### src/rtl/ex_stage_pipe.sv
`default_nettype none
// ============================================================================
// Module   : ex_stage_pipe
// Purpose  : Pipelined execute stage with EX/MEM output register, iterative
//            MUL/DIV unit with HI/LO, and branch/jump target resolution.
//            Optional macro EX_FAST_MUL_EN: single-cycle MULT/MULTU.
// Revision : 1.0 - initial release
// ============================================================================
module ex_stage_pipe #(
    parameter int DATA_W  = 32,
    parameter int SHAMT_W = 5
) (
    input  logic              i_clk,
    input  logic              i_rst,
    input  logic              i_valid,
    output logic              o_ready,
    input  logic [31:0]       i_pc,
    input  logic [25:0]       i_imm,
    input  logic [DATA_W-1:0] i_op1,
    input  logic [DATA_W-1:0] i_op2,
    input  logic              i_alusrc,
    input  logic              i_extop,
    input  logic [4:0]        i_op,
    input  logic              i_jump,
    input  logic              i_beq,
    input  logic              i_bne,
    input  logic              i_ready,
    output logic              o_valid,
    output logic              o_wben,
    output logic [DATA_W-1:0] o_alures,
    output logic [DATA_W-1:0] o_op2,
    output logic [31:0]       o_nextpc,
    output logic              o_pcsrc
);
    localparam int CNT_W = $clog2(DATA_W + 1);

    localparam logic [4:0] c_OP_ADD  = 5'd0,  c_OP_SUB  = 5'd1,  c_OP_AND  = 5'd2;
    localparam logic [4:0] c_OP_OR   = 5'd3,  c_OP_XOR  = 5'd4,  c_OP_NOR  = 5'd5;
    localparam logic [4:0] c_OP_SLT  = 5'd6,  c_OP_SLTU = 5'd7,  c_OP_SLL  = 5'd8;
    localparam logic [4:0] c_OP_SRL  = 5'd9,  c_OP_SRA  = 5'd10, c_OP_LUI  = 5'd11;
    localparam logic [4:0] c_OP_MULT = 5'd12, c_OP_MULTU = 5'd13, c_OP_DIV = 5'd14;
    localparam logic [4:0] c_OP_DIVU = 5'd15, c_OP_MFHI = 5'd16, c_OP_MFLO = 5'd17;
    localparam logic [4:0] c_OP_MTHI = 5'd18, c_OP_MTLO = 5'd19;

    typedef enum logic [1:0] {
        ST_RUN      = 2'd0,
        ST_MDU_BUSY = 2'd1,
        ST_MDU_DONE = 2'd2
    } state_t;

    state_t r_state, w_state_nxt;

    logic [DATA_W-1:0]   r_hi, r_lo;
    logic [CNT_W-1:0]    r_cnt;
    logic [2*DATA_W-1:0] r_prod;
    logic [DATA_W-1:0]   r_opb, r_dividend;
    logic                r_is_div, r_neg_lo, r_neg_hi, r_div0;

    logic [DATA_W-1:0] w_imm_ext, w_opb, w_alu;
    logic [SHAMT_W-1:0] w_shamt;
    logic              w_wben, w_xfer, w_is_mdu, w_mdu_start, w_out_free, w_mdu_commit;
    logic [31:0]       w_pc4, w_btarget, w_jtarget, w_nextpc;
    logic              w_zero, w_pcsrc;

    assign w_imm_ext = i_extop ? {{(DATA_W-16){i_imm[15]}}, i_imm[15:0]}
                               : {{(DATA_W-16){1'b0}}, i_imm[15:0]};
    assign w_opb     = i_alusrc ? w_imm_ext : i_op2;
    assign w_shamt   = i_op1[SHAMT_W-1:0];

    assign w_out_free   = ~o_valid | i_ready;
    assign o_ready      = (r_state == ST_RUN) & w_out_free;
    assign w_xfer       = i_valid & o_ready;
    assign w_is_mdu     = (i_op[4:2] == 3'b011);
    assign w_mdu_commit = (r_state == ST_MDU_DONE) & w_out_free;
`ifdef EX_FAST_MUL_EN
    logic [2*DATA_W-1:0] w_fast_a, w_fast_b, w_fast_prod;
    assign w_fast_a    = i_op[0] ? {{DATA_W{1'b0}}, i_op1} : {{DATA_W{i_op1[DATA_W-1]}}, i_op1};
    assign w_fast_b    = i_op[0] ? {{DATA_W{1'b0}}, i_op2} : {{DATA_W{i_op2[DATA_W-1]}}, i_op2};
    assign w_fast_prod = w_fast_a * w_fast_b;
    assign w_mdu_start = w_xfer & w_is_mdu & i_op[1];
`else
    assign w_mdu_start = w_xfer & w_is_mdu;
`endif

    always_comb begin
        w_alu  = '0;
        w_wben = 1'b1;
        case (i_op)
            c_OP_ADD:  w_alu = i_op1 + w_opb;
            c_OP_SUB:  w_alu = i_op1 - w_opb;
            c_OP_AND:  w_alu = i_op1 & w_opb;
            c_OP_OR:   w_alu = i_op1 | w_opb;
            c_OP_XOR:  w_alu = i_op1 ^ w_opb;
            c_OP_NOR:  w_alu = ~(i_op1 | w_opb);
            c_OP_SLT:  w_alu = {{(DATA_W-1){1'b0}}, ($signed(i_op1) < $signed(w_opb))};
            c_OP_SLTU: w_alu = {{(DATA_W-1){1'b0}}, (i_op1 < w_opb)};
            c_OP_SLL:  w_alu = w_opb << w_shamt;
            c_OP_SRL:  w_alu = w_opb >> w_shamt;
            c_OP_SRA:  w_alu = $signed(w_opb) >>> w_shamt;
            c_OP_LUI:  w_alu = w_opb << 16;
            c_OP_MULT, c_OP_MULTU, c_OP_DIV, c_OP_DIVU: begin
`ifdef EX_FAST_MUL_EN
                w_alu  = w_fast_prod[DATA_W-1:0];
`endif
                w_wben = 1'b0;
            end
            c_OP_MFHI: w_alu = r_hi;
            c_OP_MFLO: w_alu = r_lo;
            c_OP_MTHI, c_OP_MTLO: begin
                w_alu  = i_op1;
                w_wben = 1'b0;
            end
            default: begin
                w_alu  = i_op1 + w_opb;
                w_wben = 1'b0;
            end
        endcase
    end

    assign w_pc4     = i_pc + 32'd4;
    assign w_zero    = (i_op1 == i_op2);
    assign w_btarget = w_pc4 + {{14{i_imm[15]}}, i_imm[15:0], 2'b00};
    assign w_jtarget = {w_pc4[31:28], i_imm, 2'b00};
    assign w_pcsrc   = i_jump | (i_beq & w_zero) | (i_bne & ~w_zero);
    assign w_nextpc  = i_jump ? w_jtarget : (w_pcsrc ? w_btarget : w_pc4);

    // MDU operands are reduced to magnitudes; signs are restored on commit.
    logic              w_a_neg, w_b_neg;
    logic [DATA_W-1:0] w_a_mag, w_b_mag;
    assign w_a_neg = ~i_op[0] & i_op1[DATA_W-1];
    assign w_b_neg = ~i_op[0] & i_op2[DATA_W-1];
    assign w_a_mag = w_a_neg ? -i_op1 : i_op1;
    assign w_b_mag = w_b_neg ? -i_op2 : i_op2;

    logic [DATA_W:0]     w_mul_sum, w_rem_sh, w_diff;
    logic [2*DATA_W-1:0] w_mul_nxt, w_div_nxt, w_prod_fix;
    logic [DATA_W-1:0]   w_quo, w_rem, w_mdu_hi, w_mdu_lo;
    logic                w_ge;

    assign w_mul_sum = {1'b0, r_prod[2*DATA_W-1:DATA_W]} + (r_prod[0] ? {1'b0, r_opb} : '0);
    assign w_mul_nxt = {w_mul_sum, r_prod[DATA_W-1:1]};
    assign w_rem_sh  = {r_prod[2*DATA_W-1:DATA_W], r_prod[DATA_W-1]};
    assign w_diff    = w_rem_sh - {1'b0, r_opb};
    assign w_ge      = (w_rem_sh >= {1'b0, r_opb});
    assign w_div_nxt = w_ge ? {w_diff[DATA_W-1:0], r_prod[DATA_W-2:0], 1'b1}
                            : {w_rem_sh[DATA_W-1:0], r_prod[DATA_W-2:0], 1'b0};

    assign w_prod_fix = r_neg_lo ? -r_prod : r_prod;
    assign w_quo      = r_neg_lo ? -r_prod[DATA_W-1:0] : r_prod[DATA_W-1:0];
    assign w_rem      = r_neg_hi ? -r_prod[2*DATA_W-1:DATA_W] : r_prod[2*DATA_W-1:DATA_W];
    assign w_mdu_lo   = r_is_div ? (r_div0 ? '1 : w_quo) : w_prod_fix[DATA_W-1:0];
    assign w_mdu_hi   = r_is_div ? (r_div0 ? r_dividend : w_rem) : w_prod_fix[2*DATA_W-1:DATA_W];

    always_comb begin
        w_state_nxt = r_state;
        case (r_state)
            ST_RUN:      if (w_mdu_start) w_state_nxt = ST_MDU_BUSY;
            ST_MDU_BUSY: if (r_cnt == CNT_W'(1)) w_state_nxt = ST_MDU_DONE;
            ST_MDU_DONE: if (w_out_free) w_state_nxt = ST_RUN;
            default:     w_state_nxt = ST_RUN;
        endcase
    end

    always_ff @(posedge i_clk) begin
        if (i_rst) r_state <= ST_RUN;
        else       r_state <= w_state_nxt;
    end

    always_ff @(posedge i_clk) begin
        if (i_rst) begin
            r_cnt      <= '0;
            r_prod     <= '0;
            r_opb      <= '0;
            r_dividend <= '0;
            r_is_div   <= 1'b0;
            r_neg_lo   <= 1'b0;
            r_neg_hi   <= 1'b0;
            r_div0     <= 1'b0;
        end else if (w_mdu_start) begin
            r_cnt      <= CNT_W'(DATA_W);
            r_prod     <= {{DATA_W{1'b0}}, w_a_mag};
            r_opb      <= w_b_mag;
            r_dividend <= i_op1;
            r_is_div   <= i_op[1];
            r_neg_lo   <= w_a_neg ^ w_b_neg;
            r_neg_hi   <= w_a_neg;
            r_div0     <= (i_op2 == '0);
        end else if (r_state == ST_MDU_BUSY) begin
            r_cnt  <= r_cnt - CNT_W'(1);
            r_prod <= r_is_div ? w_div_nxt : w_mul_nxt;
        end
    end

    always_ff @(posedge i_clk) begin
        if (i_rst) begin
            r_hi <= '0;
            r_lo <= '0;
        end else if (w_mdu_commit) begin
            r_hi <= w_mdu_hi;
            r_lo <= w_mdu_lo;
        end else if (w_xfer) begin
            if (i_op == c_OP_MTHI) r_hi <= i_op1;
            if (i_op == c_OP_MTLO) r_lo <= i_op1;
`ifdef EX_FAST_MUL_EN
            if (w_is_mdu & ~i_op[1]) {r_hi, r_lo} <= w_fast_prod;
`endif
        end
    end

    // An accepted iterative MDU op leaves the output register empty until commit.
    always_ff @(posedge i_clk) begin
        if (i_rst) begin
            o_valid  <= 1'b0;
            o_wben   <= 1'b0;
            o_alures <= '0;
            o_op2    <= '0;
            o_nextpc <= '0;
            o_pcsrc  <= 1'b0;
        end else if (w_xfer) begin
            o_valid  <= ~w_mdu_start;
            o_wben   <= w_wben & ~(i_beq | i_bne);
            o_alures <= w_alu;
            o_op2    <= i_op2;
            o_nextpc <= w_nextpc;
            o_pcsrc  <= w_pcsrc;
        end else if (w_mdu_commit) begin
            o_valid  <= 1'b1;
            o_wben   <= 1'b0;
            o_alures <= w_mdu_lo;
            o_pcsrc  <= 1'b0;
        end else if (i_ready) begin
            o_valid  <= 1'b0;
        end
    end
endmodule
`default_nettype wire

### config.mk
export PLATFORM = sky130hd
export DESIGN_NAME = ex_stage_pipe
export DESIGN_NICKNAME = d
export VERILOG_FILES = /design/src/rtl/ex_stage_pipe.sv
export SDC_FILE = /design/constraint.sdc
export NUM_CORES = 2
export LEC_CHECK = 0
export ABC_AREA = 1
export CELL_PAD_IN_SITES_DETAIL_PLACEMENT = 0
export CELL_PAD_IN_SITES_GLOBAL_PLACEMENT = 2
export CORE_AREA = 5 5 360 362
export CTS_CLUSTER_SIZE = 12
export DETAILED_ROUTE_END_ITERATION = 8
export DIE_AREA = 0 0 365 367
export HOLD_SLACK_MARGIN = 0.12
export PLACE_DENSITY_LB_ADDON = 0.1
export SLEW_MARGIN = 5
export SYNTH_ARGS = -nofsm -noshare
export SYNTH_HDL_FRONTEND = slang
export SYNTH_SLANG_ARGS = --single-unit
export TNS_END_PERCENT = 5
### constraint.sdc
create_clock -name i_clk -period 3.75 [get_ports i_clk]
set_clock_uncertainty 0.2 [all_clocks]
set_input_delay 0.75 -clock i_clk [delete_from_list [all_inputs] [get_ports i_clk]]
set_output_delay 0.75 -clock i_clk [all_outputs]
set_load 0.02 [all_outputs]
# Word-level counts from Yosys, hierarchy flattened
# Index checks and enable logic that the tools add are counted.
# totals
output_inout_bits,100
wordCells,142
input_bits,136
reg_bits,303
# classes
n_bitwise,23
n_addsub,12
shift,3
n_eq_ne,27
n_reduce_logical,15
n_mux,40
order_cmp,3
# op_table
op,n
$mux W32,23
$pmux W32 S15,1
$mux W64,3
$neg A32 Y32,4
$add A32 B32 Y32,2
$lt A32 B32 Y1,2
$neg A64 Y64,1
$sub A32 B32 Y32,2
$eq A5 B4 Y1 const B,8
$add A32 B32 Y33,1
$ge A33 B32 Y1,1
$add A32 B3 Y32 const B,1
$and A32 B32 Y32,1
$eq A32 B32 Y1,1
$logic_not A32 Y1,1
$not A32 Y32,1
$or A32 B32 Y32,1
$shl A32 B5 Y32,1
$shr A32 B5 Y32,1
$sshr A32 B5 Y32,1
$xor A32 B32 Y32,1
$eq A5 B3 Y1 const B,4
$eq A5 B5 Y1 const B,4
$reduce_or A14 Y1,1
24 further kinds,56

# Depth between registers and ports, before layout
# depth
ltp_word,7
depth_mapped,25

# Worst setup path before layout
# OpenSTA, ideal clock, no wires.
# synth_path
path_type,input to register
from,in i_pc[2]
to,reg o_nextpc[30]
arrival_time_ns,3.345
cell_stages,21
slack_ns,0.134
path_buffers,0
setup_ns,0.070
cell_sequence,ha_1 -> nand3_1 -> inv_1 -> nand2_1 -> nor2_2 -> nand3_1 -> nor3_1 -> xor2_1 -> inv_1 -> ha_1 -> inv_1 -> nor3_1 -> nand2_1 -> nor4_1 -> nand2_1 -> nand2_1 -> xor2_1 -> inv_1 -> nand2_1 -> nand3_1 -> a21oi_1
# synth_between
elab_chain_cells,4
# synth_lines
item,line,text
from (decl),17,"input logic [31:0] i_pc,"
$add A32 B3 Y32 (*),120,assign w_pc4 = i_pc + 32'd4;
$add A32 B32 Y32,122,"assign w_btarget = w_pc4 + {{14{i_imm[15]}}, i_imm[15:0], 2'b00};"
$mux W32,125,assign w_nextpc = i_jump ? w_jtarget : (w_pcsrc ? w_btarget : w_pc4);
$mux W32 (*),125,
to (signal assigned),224,o_nextpc <= w_nextpc;
to (decl),32,"output logic [31:0] o_nextpc,"
# Every way passes the cells marked *; elsewhere a longest branch is shown, timed or not.
# A chain may end at the register's enable or synchronous reset.

# Final worst setup path
# layout_path
from,in i_op1[0]
to,reg o_alures[16]
# layout_between
elab_chain_cells,3
# layout_lines
item,line,text
from (decl),19,"input logic [DATA_W-1:0] i_op1,"
"$add A32 B32 Y32, or another cell as far along","89, 114",
$pmux W32 S15 (*),88,case (i_op)
$mux W32 (*),219,end else if (w_xfer) begin
to (signal assigned),222,o_alures <= w_alu;
to (signal assigned),229,o_alures <= w_mdu_lo;
to (decl),30,"output logic [DATA_W-1:0] o_alures,"
# Marks and branches as above.

==> summary.txt <==
Timing
  • Crit share post-route: 98.89%
  • Relative slew slack: 19.70%
  • Tmin final: 3708 ps
  • RSZ-0062 raised after global routing: true
  • Final setup TNS: 0 ps
  • Worst slew pin tran: 1194 ps
  • Worst hold slack: 265.8 ps
  • Pins Over Slew Limit: 0
  • Final Hold Vio Count: 0
  • F_max: 0.2697 GHz
  • Final setup fails: 0

Outcome
  • Status: completed

Pwr
  • Sw frac: 46.26%
  • Peak VDD IR: 0.0003062 V
  • Combinational share of power: 52.6%
  • Clock share of power: 25.9%
  • Pleak: 25.14 nW
  • Seq pwr share: 21.5%
  • Net switching power: 0.008151 W
  • P per Cell Area: 343.4 nW/µm²
  • Internal Pwr Total: 0.009469 W

Logic synthesis
  • Simple-gate portion of the synthesized area: 40.84%
  • Mapped cell area: 36160 µm²
  • Combinational family with the most area after synthesis: simple AND/OR/NAND/NOR gates
  • Netlist cell types: 71
  • Mean Syn Cell Area: 5.627 µm²
  • Synth Area in XOR/XNOR: 3.148%
  • Top FF cell, synth: dfxtp_1
  • Yosys Warn Count: 0
  • Post-Synth Adder-Cell Area: 7.058%
  • #FFs+latches synth: 303
  • Compound-Gate Fraction of Synth Area: 20.62%
  • Synth Net Count: 6764
  • Post-synthesis sequential area ratio: 16.77%
  • Cells after synthesis: 6427
  • Post-synth EDFFs: 0
  • Async SR Flop Fraction: 0%
  • Mux contribution to synthesized area: 0%

Worst setup path
  • Slowest-stage cell, CP: clkdlybuf4s50_1
  • CP Data Required Time: 4060 ps
  • Crit path buf inv count: 6
  • Top Family by Delay on Critical Path: simple AND/OR/NAND/NOR gates
  • CP cell instances: clkdlybuf4s50_1, buf_4, inv_2, buf_4, buf_6, nand2_1, nand3_1, nand3_1, nand3_1, nand3_1, o21ai_0, nand4_1, nand3_2, buf_4, a21oi_1
  • Worst Path Arrival: 4020 ps
  • Critical path endpoint category: flip-flop
  • Critical Path Most Common Cell: nand3_1
  • Critical path fanouts, max: 22
  • CP Launch Type: input port
  • Critical Path Max Stage Delay: 400 ps
  • CP Class: in -> reg

Min path
  • Hold Path Class: reg -> reg

Detailed routing
  • Routed length per instance: 27.53 µm
  • Routed Antenna Nets: 0
  • DRC: 0
  • Vias: 50925
  • DR pass1 iterations: 6
  • Vias per cell: 5.448
  • First DRT Iteration DRCs: 5587
  • Post-Route WL: 257300 µm

Floorplan
  • Rows: 131
  • Die area: 134000 µm²
  • Die Y: 367 µm
  • Die X: 365 µm
  • Starting Density: 28.62%
  • Area of the core: 126400 µm²
  • Number of I/O pins: 236

CTS
  • Clock Sinks: 303
  • H-tree Lvls: 2
  • Clk_lat worst skew: 660 ps
  • CTS tree: built
  • CTS max path bufs: 3
  • CTS root buffer: clkbuf_16
  • Clock-pin slew on the worst setup and hold paths: 60 ps
  • Inserted Clock Buffers: 44

Global route
  • GR Layer Usage met2: 56.71%
  • GR Util met3: 4.631%
  • GRT busiest layer: met2
  • Met1 usage: 51.85%
  • Overflow after GRT: 0
  • Initial antenna violation count: 14
  • Number of global-route vias before repair: 47678
  • Total GRT Usage: 36.81%
  • First-pass GRT wire length: 357100 µm
  • Largest net degree at the start of global routing: 87

Cells and area
  • Share of cells above drive strength 1: 20.54%
  • Commonest non-fill, non-tap cells in the layout: 1745 x nand2_1, 1177 x buf_4, 700 x inv_1, 693 x nand3_1, 572 x nor2_1
  • Non-filler cells, final: 9347
  • Fin nets: 7980
  • Fin util: 40.60%
  • Commonest non-fill, non-tap cell in the layout: nand2_1
  • Area delta synth->final: 41.89%
  • Fill cells: 14130

Placed design
  • HPWL after DPL: 215700 µm
  • Dpl cells: 9256
  • Routability Congestion: 1.039
  • Port Buffers: 235

Run
  • Max-cap violation count: 0
[area by class of cell]
class / count / area [µm²] / area share, %
Inverter: 749 / 2821 / 5.499
Antenna cell: 7 / 17.52 / 0.03414
Timing Repair Buffer: 1468 / 12310 / 23.98
Sequential cell: 303 / 6071 / 11.83
Clock buffer: 58 / 1244 / 2.424
Multi-Input combinational cell: 5077 / 26490 / 51.63
Tap cell: 1662 / 2079 / 4.053
Clock inverter: 23 / 281.5 / 0.5486
[Yosys cell counts (7+ instances only)]
cell / number / area share, %
or2_2: 12 / 0.21
o21ai_1: 41 / 0.57
o22ai_1: 70 / 1.2
nor3_2: 9 / 0.25
a31oi_1: 46 / 0.80
nand3_1: 699 / 9.7
a21boi_0: 11 / 0.23
a21oi_1: 521 / 7.2
nor2_2: 24 / 0.42
o21ai_0: 418 / 5.8
a211oi_1: 12 / 0.25
nand2_2: 9 / 0.16
nor2_1: 597 / 6.2
nand4_1: 123 / 2.1
xor2_1: 105 / 2.5
nand3b_1: 18 / 0.37
a21o_1: 9 / 0.19
and3_1: 11 / 0.19
buf_1: 30 / 0.31
a22oi_1: 7 / 0.15
buf_2: 87 / 1.2
dfxtp_1: 303 / 17
o211ai_1: 52 / 1.1
inv_1: 711 / 7.4
ha_1: 196 / 6.8
inv_2: 34 / 0.35
o31ai_1: 9 / 0.19
a221oi_1: 9 / 0.22
o2111ai_1: 13 / 0.31
xnor2_1: 25 / 0.61
nor2_4: 13 / 0.40
nor4_1: 21 / 0.36
o21bai_1: 33 / 0.69
nand3_2: 10 / 0.28
o221ai_1: 16 / 0.39
and2_1: 7 / 0.12
buf_6: 8 / 0.25
nand2_1: 1769 / 18
o21a_1: 22 / 0.46
buf_4: 14 / 0.29
clkbuf_1: 153 / 1.6
nor3_1: 79 / 1.1
[sequential cells by signal, summed over array words and instances, names as in the netlist, 2 cells and up]
name,count
o_nextpc,32
o_op2,32
r_prod,64
r_cnt,6
r_dividend,32
r_lo,32
r_state,2
r_opb,32
r_hi,32
o_alures,32
[repair_timing]
item | in CTS | in global routing
setup buffers | 0 | 3
hold buffers | 0 | 0
hold endpoints to repair | 0 | 0
gates resized for setup | 14 | 137
pin swaps | 2 | 22
endpoints found under the setup margin | 23 | 41
[cell families (layout without fill, tap and decap cells)]
kind of cell,after synthesis,after routing
AO/OA/AOI/OAI,1325,1325
XOR/XNOR,130,130
adder cells (fa/ha/maj),201,201
buffers and inverters,1047,2298
flip-flops,303,303
other,0,7
AND/OR/NAND/NOR,3421,3421
[power by group through the flow]
stage	clock network (W)	logic, W	registers [W]
after floorplan	0	0.00409	0.00392
after global placement	0	0.00897	0.00383
after detailed placement	0	0.00892	0.00383
after CTS	0.00463	0.00897	0.00377
after global routing	0.00477	0.00978	0.00380
final	0.00457	0.00927	0.00378
[tightest hold or removal path, stage by stage, from the launching register on]
cell,delay (ps)
dfxtp_1,310
nand2_1,60
a21oi_1,50
[final timing paths]
kind              slack (ps)          from      endpoint  cells past startpoint
hold / removal           270  o_nextpc[28]  o_nextpc[28]                      2
setup reg to reg         170     r_prod[0]  o_alures[18]                     13
hold reg to reg          270  o_nextpc[28]  o_nextpc[28]                      2
setup / recovery          40      i_op1[0]  o_alures[16]                     15
[through the flow]
stage | power, W | area (µm²) | setup WS [ps]
6_report | 0.01762 | 51310 | 41.51
3_3_place_gp | 0.01280 | 49180 | -1270
4_1_cts | 0.01737 | 50750 | -92.55
3_5_place_dp | 0.01276 | 49180 | -1242
2_1_floorplan | 0.008010 | 36160 | 134.4
5_1_grt | 0.01835 | 51300 | -109.0
[metal layers]
metal	wire length (µm)	vias up
met1	115300	24309
met5	48	-
met2	110500	2364
met4	12540	8
li1	-	23821
met3	18890	423
(Power assumes the default switching activity.)
